$ cat src/rtl/next_hop_scheduler.sv
// Next-hop selector: scans the neighbor table one entry per read and reports the
// eligible neighbor with the highest Q-value. Optional macro: NHS_LOW_ENERGY_SKIP_EN.
module next_hop_scheduler #(
  parameter int unsigned WORD_WIDTH    = 16,
  parameter int unsigned MAX_NEIGHBORS = 16,
  parameter int unsigned NB_ADDR_WIDTH = $clog2(MAX_NEIGHBORS)
) (
  input  logic                     clk,
  input  logic                     nrst,
  input  logic                     en,
  input  logic                     start,
  input  logic [NB_ADDR_WIDTH:0]   neighborCount,
  input  logic [WORD_WIDTH-1:0]    hopsFromSink,
  output logic                     nt_rd_en,
  output logic [NB_ADDR_WIDTH-1:0] nt_addr,
  input  logic [WORD_WIDTH-1:0]    nt_nodeID,
  input  logic [WORD_WIDTH-1:0]    nt_qValue,
  input  logic [WORD_WIDTH-1:0]    nt_hops,
  input  logic                     nt_lowE,
  output logic                     busy,
  output logic                     done,
  output logic                     noRoute,
  output logic [WORD_WIDTH-1:0]    nextHopID,
  output logic [WORD_WIDTH-1:0]    nextHopQ,
  output logic [NB_ADDR_WIDTH-1:0] nextHopIdx
);

  localparam int unsigned CntW = NB_ADDR_WIDTH + 1;
  localparam logic [CntW-1:0] MaxCnt = CntW'(MAX_NEIGHBORS);

  typedef enum logic [1:0] {StIdle, StRead, StCompare, StDone} state_e;

  state_e                   state_q, state_d;
  logic [NB_ADDR_WIDTH-1:0] idx_q, idx_d;
  logic [CntW-1:0]          count_q, count_d;
  logic [WORD_WIDTH-1:0]    hfs_q, hfs_d;
  logic                     best_valid_q, best_valid_d;
  logic [WORD_WIDTH-1:0]    best_id_q, best_id_d;
  logic [WORD_WIDTH-1:0]    best_qv_q, best_qv_d;
  logic [WORD_WIDTH-1:0]    best_hops_q, best_hops_d;
  logic [NB_ADDR_WIDTH-1:0] best_idx_q, best_idx_d;
  logic                     done_q, done_d;
  logic                     no_route_q, no_route_d;
  logic [WORD_WIDTH-1:0]    next_id_q, next_id_d;
  logic [WORD_WIDTH-1:0]    next_qv_q, next_qv_d;
  logic [NB_ADDR_WIDTH-1:0] next_idx_q, next_idx_d;

  logic [CntW-1:0] cnt_clamp;
  logic            eligible;
  logic            better;
  logic            last_entry;

  assign cnt_clamp = (neighborCount > MaxCnt) ? MaxCnt : neighborCount;

`ifdef NHS_LOW_ENERGY_SKIP_EN
  assign eligible = (nt_hops <= hfs_q) && !nt_lowE;
`else
  logic unused_lowe;
  assign unused_lowe = nt_lowE;
  assign eligible    = (nt_hops <= hfs_q);
`endif

  // Strict compares keep the lower index on a full tie.
  assign better = !best_valid_q || (nt_qValue > best_qv_q) ||
                  ((nt_qValue == best_qv_q) && (nt_hops < best_hops_q));

  assign last_entry = ({1'b0, idx_q} == (count_q - CntW'(1)));

  always_comb begin
    state_d      = state_q;
    idx_d        = idx_q;
    count_d      = count_q;
    hfs_d        = hfs_q;
    best_valid_d = best_valid_q;
    best_id_d    = best_id_q;
    best_qv_d    = best_qv_q;
    best_hops_d  = best_hops_q;
    best_idx_d   = best_idx_q;
    done_d       = done_q;
    no_route_d   = no_route_q;
    next_id_d    = next_id_q;
    next_qv_d    = next_qv_q;
    next_idx_d   = next_idx_q;

    // With en low everything holds, including a pending done pulse.
    if (en) begin
      done_d = 1'b0;
      unique case (state_q)
        StIdle: begin
          // done_q high means the previous scan's done cycle is still in progress.
          if (start && !done_q) begin
            count_d      = cnt_clamp;
            hfs_d        = hopsFromSink;
            idx_d        = '0;
            best_valid_d = 1'b0;
            best_id_d    = '0;
            best_qv_d    = '0;
            best_hops_d  = '0;
            best_idx_d   = '0;
            state_d      = (cnt_clamp == '0) ? StDone : StRead;
          end
        end
        StRead: begin
          state_d = StCompare;
        end
        StCompare: begin
          if (eligible && better) begin
            best_valid_d = 1'b1;
            best_id_d    = nt_nodeID;
            best_qv_d    = nt_qValue;
            best_hops_d  = nt_hops;
            best_idx_d   = idx_q;
          end
          if (last_entry) begin
            state_d = StDone;
          end else begin
            idx_d   = idx_q + NB_ADDR_WIDTH'(1);
            state_d = StRead;
          end
        end
        StDone: begin
          done_d = 1'b1;
          if (best_valid_q) begin
            no_route_d = 1'b0;
            next_id_d  = best_id_q;
            next_qv_d  = best_qv_q;
            next_idx_d = best_idx_q;
          end else begin
            no_route_d = 1'b1;
          end
          state_d = StIdle;
        end
        default: state_d = StIdle;
      endcase
    end
  end

  always_ff @(posedge clk) begin
    if (!nrst) begin
      state_q      <= StIdle;
      idx_q        <= '0;
      count_q      <= '0;
      hfs_q        <= '0;
      best_valid_q <= 1'b0;
      best_id_q    <= '0;
      best_qv_q    <= '0;
      best_hops_q  <= '0;
      best_idx_q   <= '0;
      done_q       <= 1'b0;
      no_route_q   <= 1'b0;
      next_id_q    <= '0;
      next_qv_q    <= '0;
      next_idx_q   <= '0;
    end else begin
      state_q      <= state_d;
      idx_q        <= idx_d;
      count_q      <= count_d;
      hfs_q        <= hfs_d;
      best_valid_q <= best_valid_d;
      best_id_q    <= best_id_d;
      best_qv_q    <= best_qv_d;
      best_hops_q  <= best_hops_d;
      best_idx_q   <= best_idx_d;
      done_q       <= done_d;
      no_route_q   <= no_route_d;
      next_id_q    <= next_id_d;
      next_qv_q    <= next_qv_d;
      next_idx_q   <= next_idx_d;
    end
  end

  // The done pulse is registered, so busy also covers that trailing cycle.
  assign busy       = (state_q != StIdle) || done_q;
  assign done       = done_q && en;
  assign nt_rd_en   = en && (state_q == StRead);
  assign nt_addr    = idx_q;
  assign noRoute    = no_route_q;
  assign nextHopID  = next_id_q;
  assign nextHopQ   = next_qv_q;
  assign nextHopIdx = next_idx_q;

endmodule

$ cat config.mk
export PLATFORM = sky130hd
export DESIGN_NAME = next_hop_scheduler
export DESIGN_NICKNAME = d
export VERILOG_FILES = /design/src/rtl/next_hop_scheduler.sv
export SDC_FILE = /design/constraint.sdc
export NUM_CORES = 1
export LEC_CHECK = 0
export CORE_MARGIN = 2
export CORE_UTILIZATION = 25
export CTS_BUF_LIST = sky130_fd_sc_hd__clkbuf_4 sky130_fd_sc_hd__clkbuf_8
export DETAILED_ROUTE_END_ITERATION = 16
export DONT_BUFFER_PORTS = 1
export PLACE_DENSITY = 0.5
export SKIP_LAST_GASP = 1
export SLEW_MARGIN = 10
export SYNTH_ARGS = -nofsm -noshare
export SYNTH_HDL_FRONTEND = slang
export SYNTH_SLANG_ARGS = --single-unit
$ cat constraint.sdc
create_clock -name clk -period 5.3 [get_ports clk]
set_input_delay 1.06 -clock clk [delete_from_list [all_inputs] [get_ports clk]]
set_output_delay 1.06 -clock clk [all_outputs]
set_load 0.01 [all_outputs]
==> flow_summary.ini, run 1 <==
[layout]
drive_above_1_share_pct = 15.1
final_nets = 727
stdcell_count = 897
syn2layout_area_growth_pct = 11.9
final_common_cell = nand2_1
final_cell_mix = nand2_1, dfxtp_1, a21boi_0
n_antenna_cell = 0
fin_util_pct = 28.5

[drt]
postRouteAntennaNets = 0
dr_total_vias = 4062
drt_iter0_markers = 149
drc = 0
drt_first_pass_iters = 4
avgViaCountPerCell = 4.53
routed_wl_microns = 13800
wire_per_inst_microns = 15.4

[status]
outcome = finished, final reports clean

[sta]
fin_crit_ns = 3.21
slew_viol_final = 0
worstMarginPinSlew_ns = 0.958
setup_viol = 0
holdWs_ns = 0.461
relSlewSlack_pct = 36.0
fmax_ghz = 0.311
hold_violations = 0
fin_crit_sh_pct = 60.6
fin_worst_skew_ns = 0.0194
rsz0062_at_grt = no
fin_setup_tns_ns = 0

[power_and_ir_drop]
leakagePower_uw = 0.00220
ir_drop_v = 0.000124
power_density_nw_per_um2 = 309

[clocking]
root_buffer = clkbuf_8
ctsResizeCount = 0
post-cts-setup-buffers = 0
max-clock-path-buffers = 2
path_clk_slew_ns = 0.08
clock-sinks = 118
cts_hold_buf = 0
cts_inserted_buffers = 17
cts_tree = yes
htreeDepth = 4
clk_latency_ns = 0.44

[placed_design]
portBuffers = 0
gp_congestion = 0.711
place_hpwl_microns = 9570
dp.cells = 865

[yosys]
synth_area_per_cell_sq_um = 9.12
synth_cell_types = 48
async_flop_share_pct = 0
synthCells = 610
synth_edf_count = 0
synth-seq-cells = 118
seq_area_frac_synth_pct = 42.5
syn_area_sq_um = 5560
yosysWarnings = 0
synth_top_cell_by_area = dfxtp_1
synthFlopType = dfxtp_1
synth_area_leaders = dfxtp_1, ha_1, a22o_2
syn_nets = 733
yosysTopAreaCellShare_pct = 42.5

[floorplan]
dieArea_sq_um = 23500
pin_count = 118
die_w_microns = 153
row_count = 54
core_area_sq_um = 21800
die_h_microns = 153
initial_core_util_pct = 25.5

[critical_path]
critical_path.max_fanout = 28
required_ns = 5.68
critPathCaptureType = flop
arrival_ns = 3.59
crit_type = in -> reg
crit_path_start_kind = input pin

[global_route]
overflow = 0
antenna_found_initial = 0
grt_pass1_wl_microns = 22500
grt_pass1_vias = 4093
grtUsageTotal_pct = 12.2
grt_max_degree = 69

[min_path]
min_path_type = reg -> reg

[flow_run]
drv_cap = 0
-- Yosys cell counts (4+ instances only) --
master	count
a21boi_0	64
a21oi_1	19
a22o_1	4
a22o_2	48
and3_1	4
buf_2	5
buf_6	5
clkbuf_1	21
dfxtp_1	118
ha_1	49
inv_1	54
nand2_1	125
nand2b_1	4
nand3_1	6
nand3b_1	5
nand4_1	9
nor2_1	11
nor2b_1	4
o21ai_0	8
or3_1	4
-- flip-flops by register name (all words and copies together), names as in the netlist --
signal        flops
best_hops_q      16
nextHopID        16
best_id_q        16
best_qv_q        16
best_valid_q      1
done_q            1
nt_addr           4
best_idx_q        4
hfs_q            16
count_q           5
nextHopIdx        4
nextHopQ         16
state_q           2
noRoute           1
-- kinds of logic after synthesis --
group	count (synthesis)	synth area share, %
flip-flops	118	42.5
multiplexers	2	0.360
XOR/XNOR	4	0.630
AND/OR/NAND/NOR	185	14.8
buffers and inverters	85	6.52
adder cells (fa/ha/maj)	49	11.0
AO/OA/AOI/OAI	167	24.2
-- critical path, cell delays in order --
cell     delay [ns]
ha_1           0.29
a21oi_1        0.14
o21ai_0        0.11
a221o_1        0.36
o31ai_1        0.70
a32o_2         0.38
buf_4          0.34
a22o_2         0.19
-- path summary, 6_finish.rpt --
kind	endpoint	from	slack, ns	cells after the start
worst max-delay path	best_qv_q[0]$_SDFFE_PN0P_	nt_qValue[5]	2.09	8
worst min-delay path	hfs_q[15]$_SDFFE_PN0P_	hfs_q[15]$_SDFFE_PN0P_	0.46	2
worst max register to register	best_qv_q[0]$_SDFFE_PN0P_	best_qv_q[5]$_SDFFE_PN0P_	2.32	9
worst min register to register	hfs_q[15]$_SDFFE_PN0P_	hfs_q[15]$_SDFFE_PN0P_	0.46	2
-- metrics by stage --
step	cell area [sq um]	setup WS, ns	total power (uW)
after floorplan	5560	1.95	1030
after global placement	5810	1.56	1050
after detailed placement	5810	1.54	1050
after CTS	6220	2.03	1960
after global routing	6220	1.93	2010
final	6220	2.09	1920
-- cell type report --
class	instances	area (sq um)
Fill cell	2353	15600
Multi-Input combinational cell	407	2850
Sequential cell	118	2360
Tap cell	280	350
Clock buffer	18	241
Inverter	54	203
Clock inverter	14	174
Timing Repair Buffer	6	45.0
-- routing by layer --
layer  vias up  GRT usage, %  wire [microns]  share of wire, %
met4         0          4.10             166               1.2
met5         -             0               0                 0
met3        12          4.54             802               5.8
met2        64          19.9            6480                47
li1       2111             -               -                 -
met1      1875          14.9            6320                46
-- power by group --
part / internal [uW] / total (uW) / switching, uW
clock: 476 / 890 / 414
combinational: 54.4 / 122 / 67.7
sequential: 898 / 908 / 10.0
total: 1430 / 1920 / 491
No activity file was read; power rests on OpenSTA's default activity.
==> inputs of run 2 (changes only) <==
--- a/config.mk
+++ b/config.mk
@@ -10,7 +10,7 @@
 export CTS_BUF_LIST = sky130_fd_sc_hd__clkbuf_4 sky130_fd_sc_hd__clkbuf_8
 export DETAILED_ROUTE_END_ITERATION = 16
 export DONT_BUFFER_PORTS = 1
-export PLACE_DENSITY = 0.5
+export PLACE_DENSITY = 0.52
 export SKIP_LAST_GASP = 1
 export SLEW_MARGIN = 10
 export SYNTH_ARGS = -nofsm -noshare
==> constraint.sdc (replaced) <==
create_clock -name clk -period 2.58 [get_ports clk]
set_input_delay 0.516 -clock clk [delete_from_list [all_inputs] [get_ports clk]]
set_output_delay 0.516 -clock clk [all_outputs]
set_load 0.01 [all_outputs]
==> run 2 against run 1 <==
  * The run now ends with setup timing left
  * Sequential power is 100% higher
  * Wire length is 8.6% higher
  * Critical endpoint is now best_qv_q[6]$_SDFFE_PN0P_
  * Combinational power grew to 2.9 times the previous value
  * Global-route usage is 0.86 points higher
  * Critical path depth is 2 higher
==> flow_summary.ini, run 2 (synthesized netlist as in run 1, its figures left out) <==
[drt]
dr_total_vias = 4260
wire_per_inst_microns = 16.0
drt_iter0_markers = 226
drt_first_pass_iters = 4
postRouteAntennaNets = 0
routed_wl_microns = 15000
drc = 0
avgViaCountPerCell = 4.57

[clocking]
clk_latency_ns = 0.43
path_clk_slew_ns = 0.08
clock-sinks = 118
cts_inserted_buffers = 17
max-clock-path-buffers = 2
root_buffer = clkbuf_8
cts_tree = yes
htreeDepth = 4

[power_and_ir_drop]
leakagePower_uw = 0.00255
power_density_nw_per_um2 = 580
combPwrFrac_pct = 8.6
p_switching_uw = 936
seqPwrFrac_pct = 45.9
power.internal_uw = 3130
p_sw_share_pct = 23.0
ir_drop_v = 0.000277
power.share.clock_pct = 45.5

[critical_path]
crit_type = reg -> reg
required_ns = 2.91
arrival_ns = 3.00
critPathCaptureType = flop
cp.buffers_inverters = 3
crit_path_start_kind = flop
critical_path.max_fanout = 9
cp_slowest_cell = a2111o_1
cp_top_family = compound AO/OA/AOI/OAI gates
cp_slowest_stage_delay_ns = 0.37
critical_path.cell_chain = inv_2 -> ha_4 -> nand4_1 -> nor4_2 -> buf_4 -> nand2_4 -> a2111o_1 -> a32o_2 -> bufbuf_16 -> a22o_2

[sta]
slew_viol_final = 0
relSlewSlack_pct = 60.3
rsz0062_at_grt = yes
setup_ws_ns = -0.0868
setup_viol = 35
fin_crit_ns = 2.67
worstMarginPinSlew_ns = 0.596
hold_violations = 0
fin_crit_sh_pct = 103
fin_worst_skew_ns = 0.0165
holdWs_ns = 0.205
fmax_ghz = 0.375

[placed_design]
placed_area_sq_um = 6110
portBuffers = 0
gp_congestion = 0.723
place_hpwl_microns = 9820

[min_path]
min_path_type = in -> reg

[layout]
final_cell_mix = nand2_1, dfxtp_1, a21boi_0
n_antenna_cell = 0
fin_area_sq_um = 7000
final_nets = 766
final_common_cell = nand2_1
drive_above_1_share_pct = 26.8
syn2layout_area_growth_pct = 25.8

[floorplan]
core_area_sq_um = 21800
pin_count = 118
die_w_microns = 153
row_count = 54
initial_core_util_pct = 25.5
die_h_microns = 153
dieArea_sq_um = 23500

[global_route]
grt_max_degree = 69
grt_pass1_wl_microns = 24100
grt_pass1_vias = 4430
grtUsageTotal_pct = 13.1
antenna_found_initial = 0
overflow = 0

[status]
failed_checks = setup timing
outcome = complete, but fails checks

[flow_run]
drv_cap = 0
[run 2: cell type report]
class / instances / area [sq um]
inverters: 54 / 203
flip-flops and latches: 118 / 2380
repair buffers: 45 / 526
clock inverters: 9 / 151
multi-input cells: 407 / 3120
fillers: 2253 / 14800
well taps: 280 / 350
clock buffers: 20 / 269
[run 2: final timing paths]
check | from | endpoint | cells past startpoint | slack (ns)
worst min-delay path | nt_qValue[9] | best_qv_q[9]$_SDFFE_PN0P_ | 1 | 0.20
worst max-delay path | best_qv_q[10]$_SDFFE_PN0P_ | best_qv_q[6]$_SDFFE_PN0P_ | 10 | -0.09
worst min register to register | best_idx_q[1]$_SDFFE_PN0P_ | nextHopIdx[1]$_SDFFE_PN0P_ | 2 | 0.46
worst max register to register | best_qv_q[10]$_SDFFE_PN0P_ | best_qv_q[6]$_SDFFE_PN0P_ | 10 | -0.09
[run 2: stage by stage]
stage                     total power [uW]  setup slack (ns)  utilization (%)  std cells  TNS [ns]
after global placement                2190            -0.388             28.0        887    -19.57
after CTS                             4130           -0.0829             31.7        930     -2.05
after floorplan                       2140           -0.0317                -        610     -1.51
after detailed placement              2190            -0.416             28.0        887    -20.70
after global routing                  4250            -0.192             32.1        933     -7.21
final                                 4060           -0.0868             32.1        933     -1.97
[run 2: layer usage]
layer	GRT usage [%]	wire length (microns)	share of wire, %
met5	0	0	0
met4	4.85	225	1.5
met3	4.34	840	5.6
met2	21.9	7300	49
met1	15.6	6590	44
[run 2: repair_timing]
item	CTS	global route
pin swaps	7	6
resized for setup	44	11
hold buffers	0	0
setup buffers	9	3
cloned	5	1
endpoints found under the setup margin	53	53
[run 2: power by group through the flow]
| stage | registers, uW | logic [uW] | clock network (uW) |
|---|---|---|---|
| 2_1_floorplan | 1900 | 240 | 0 |
| 3_3_place_gp | 1900 | 282 | 0 |
| 3_5_place_dp | 1900 | 288 | 0 |
| 4_1_cts | 1860 | 350 | 1920 |
| 5_1_grt | 1870 | 399 | 1980 |
| 6_report | 1860 | 350 | 1850 |
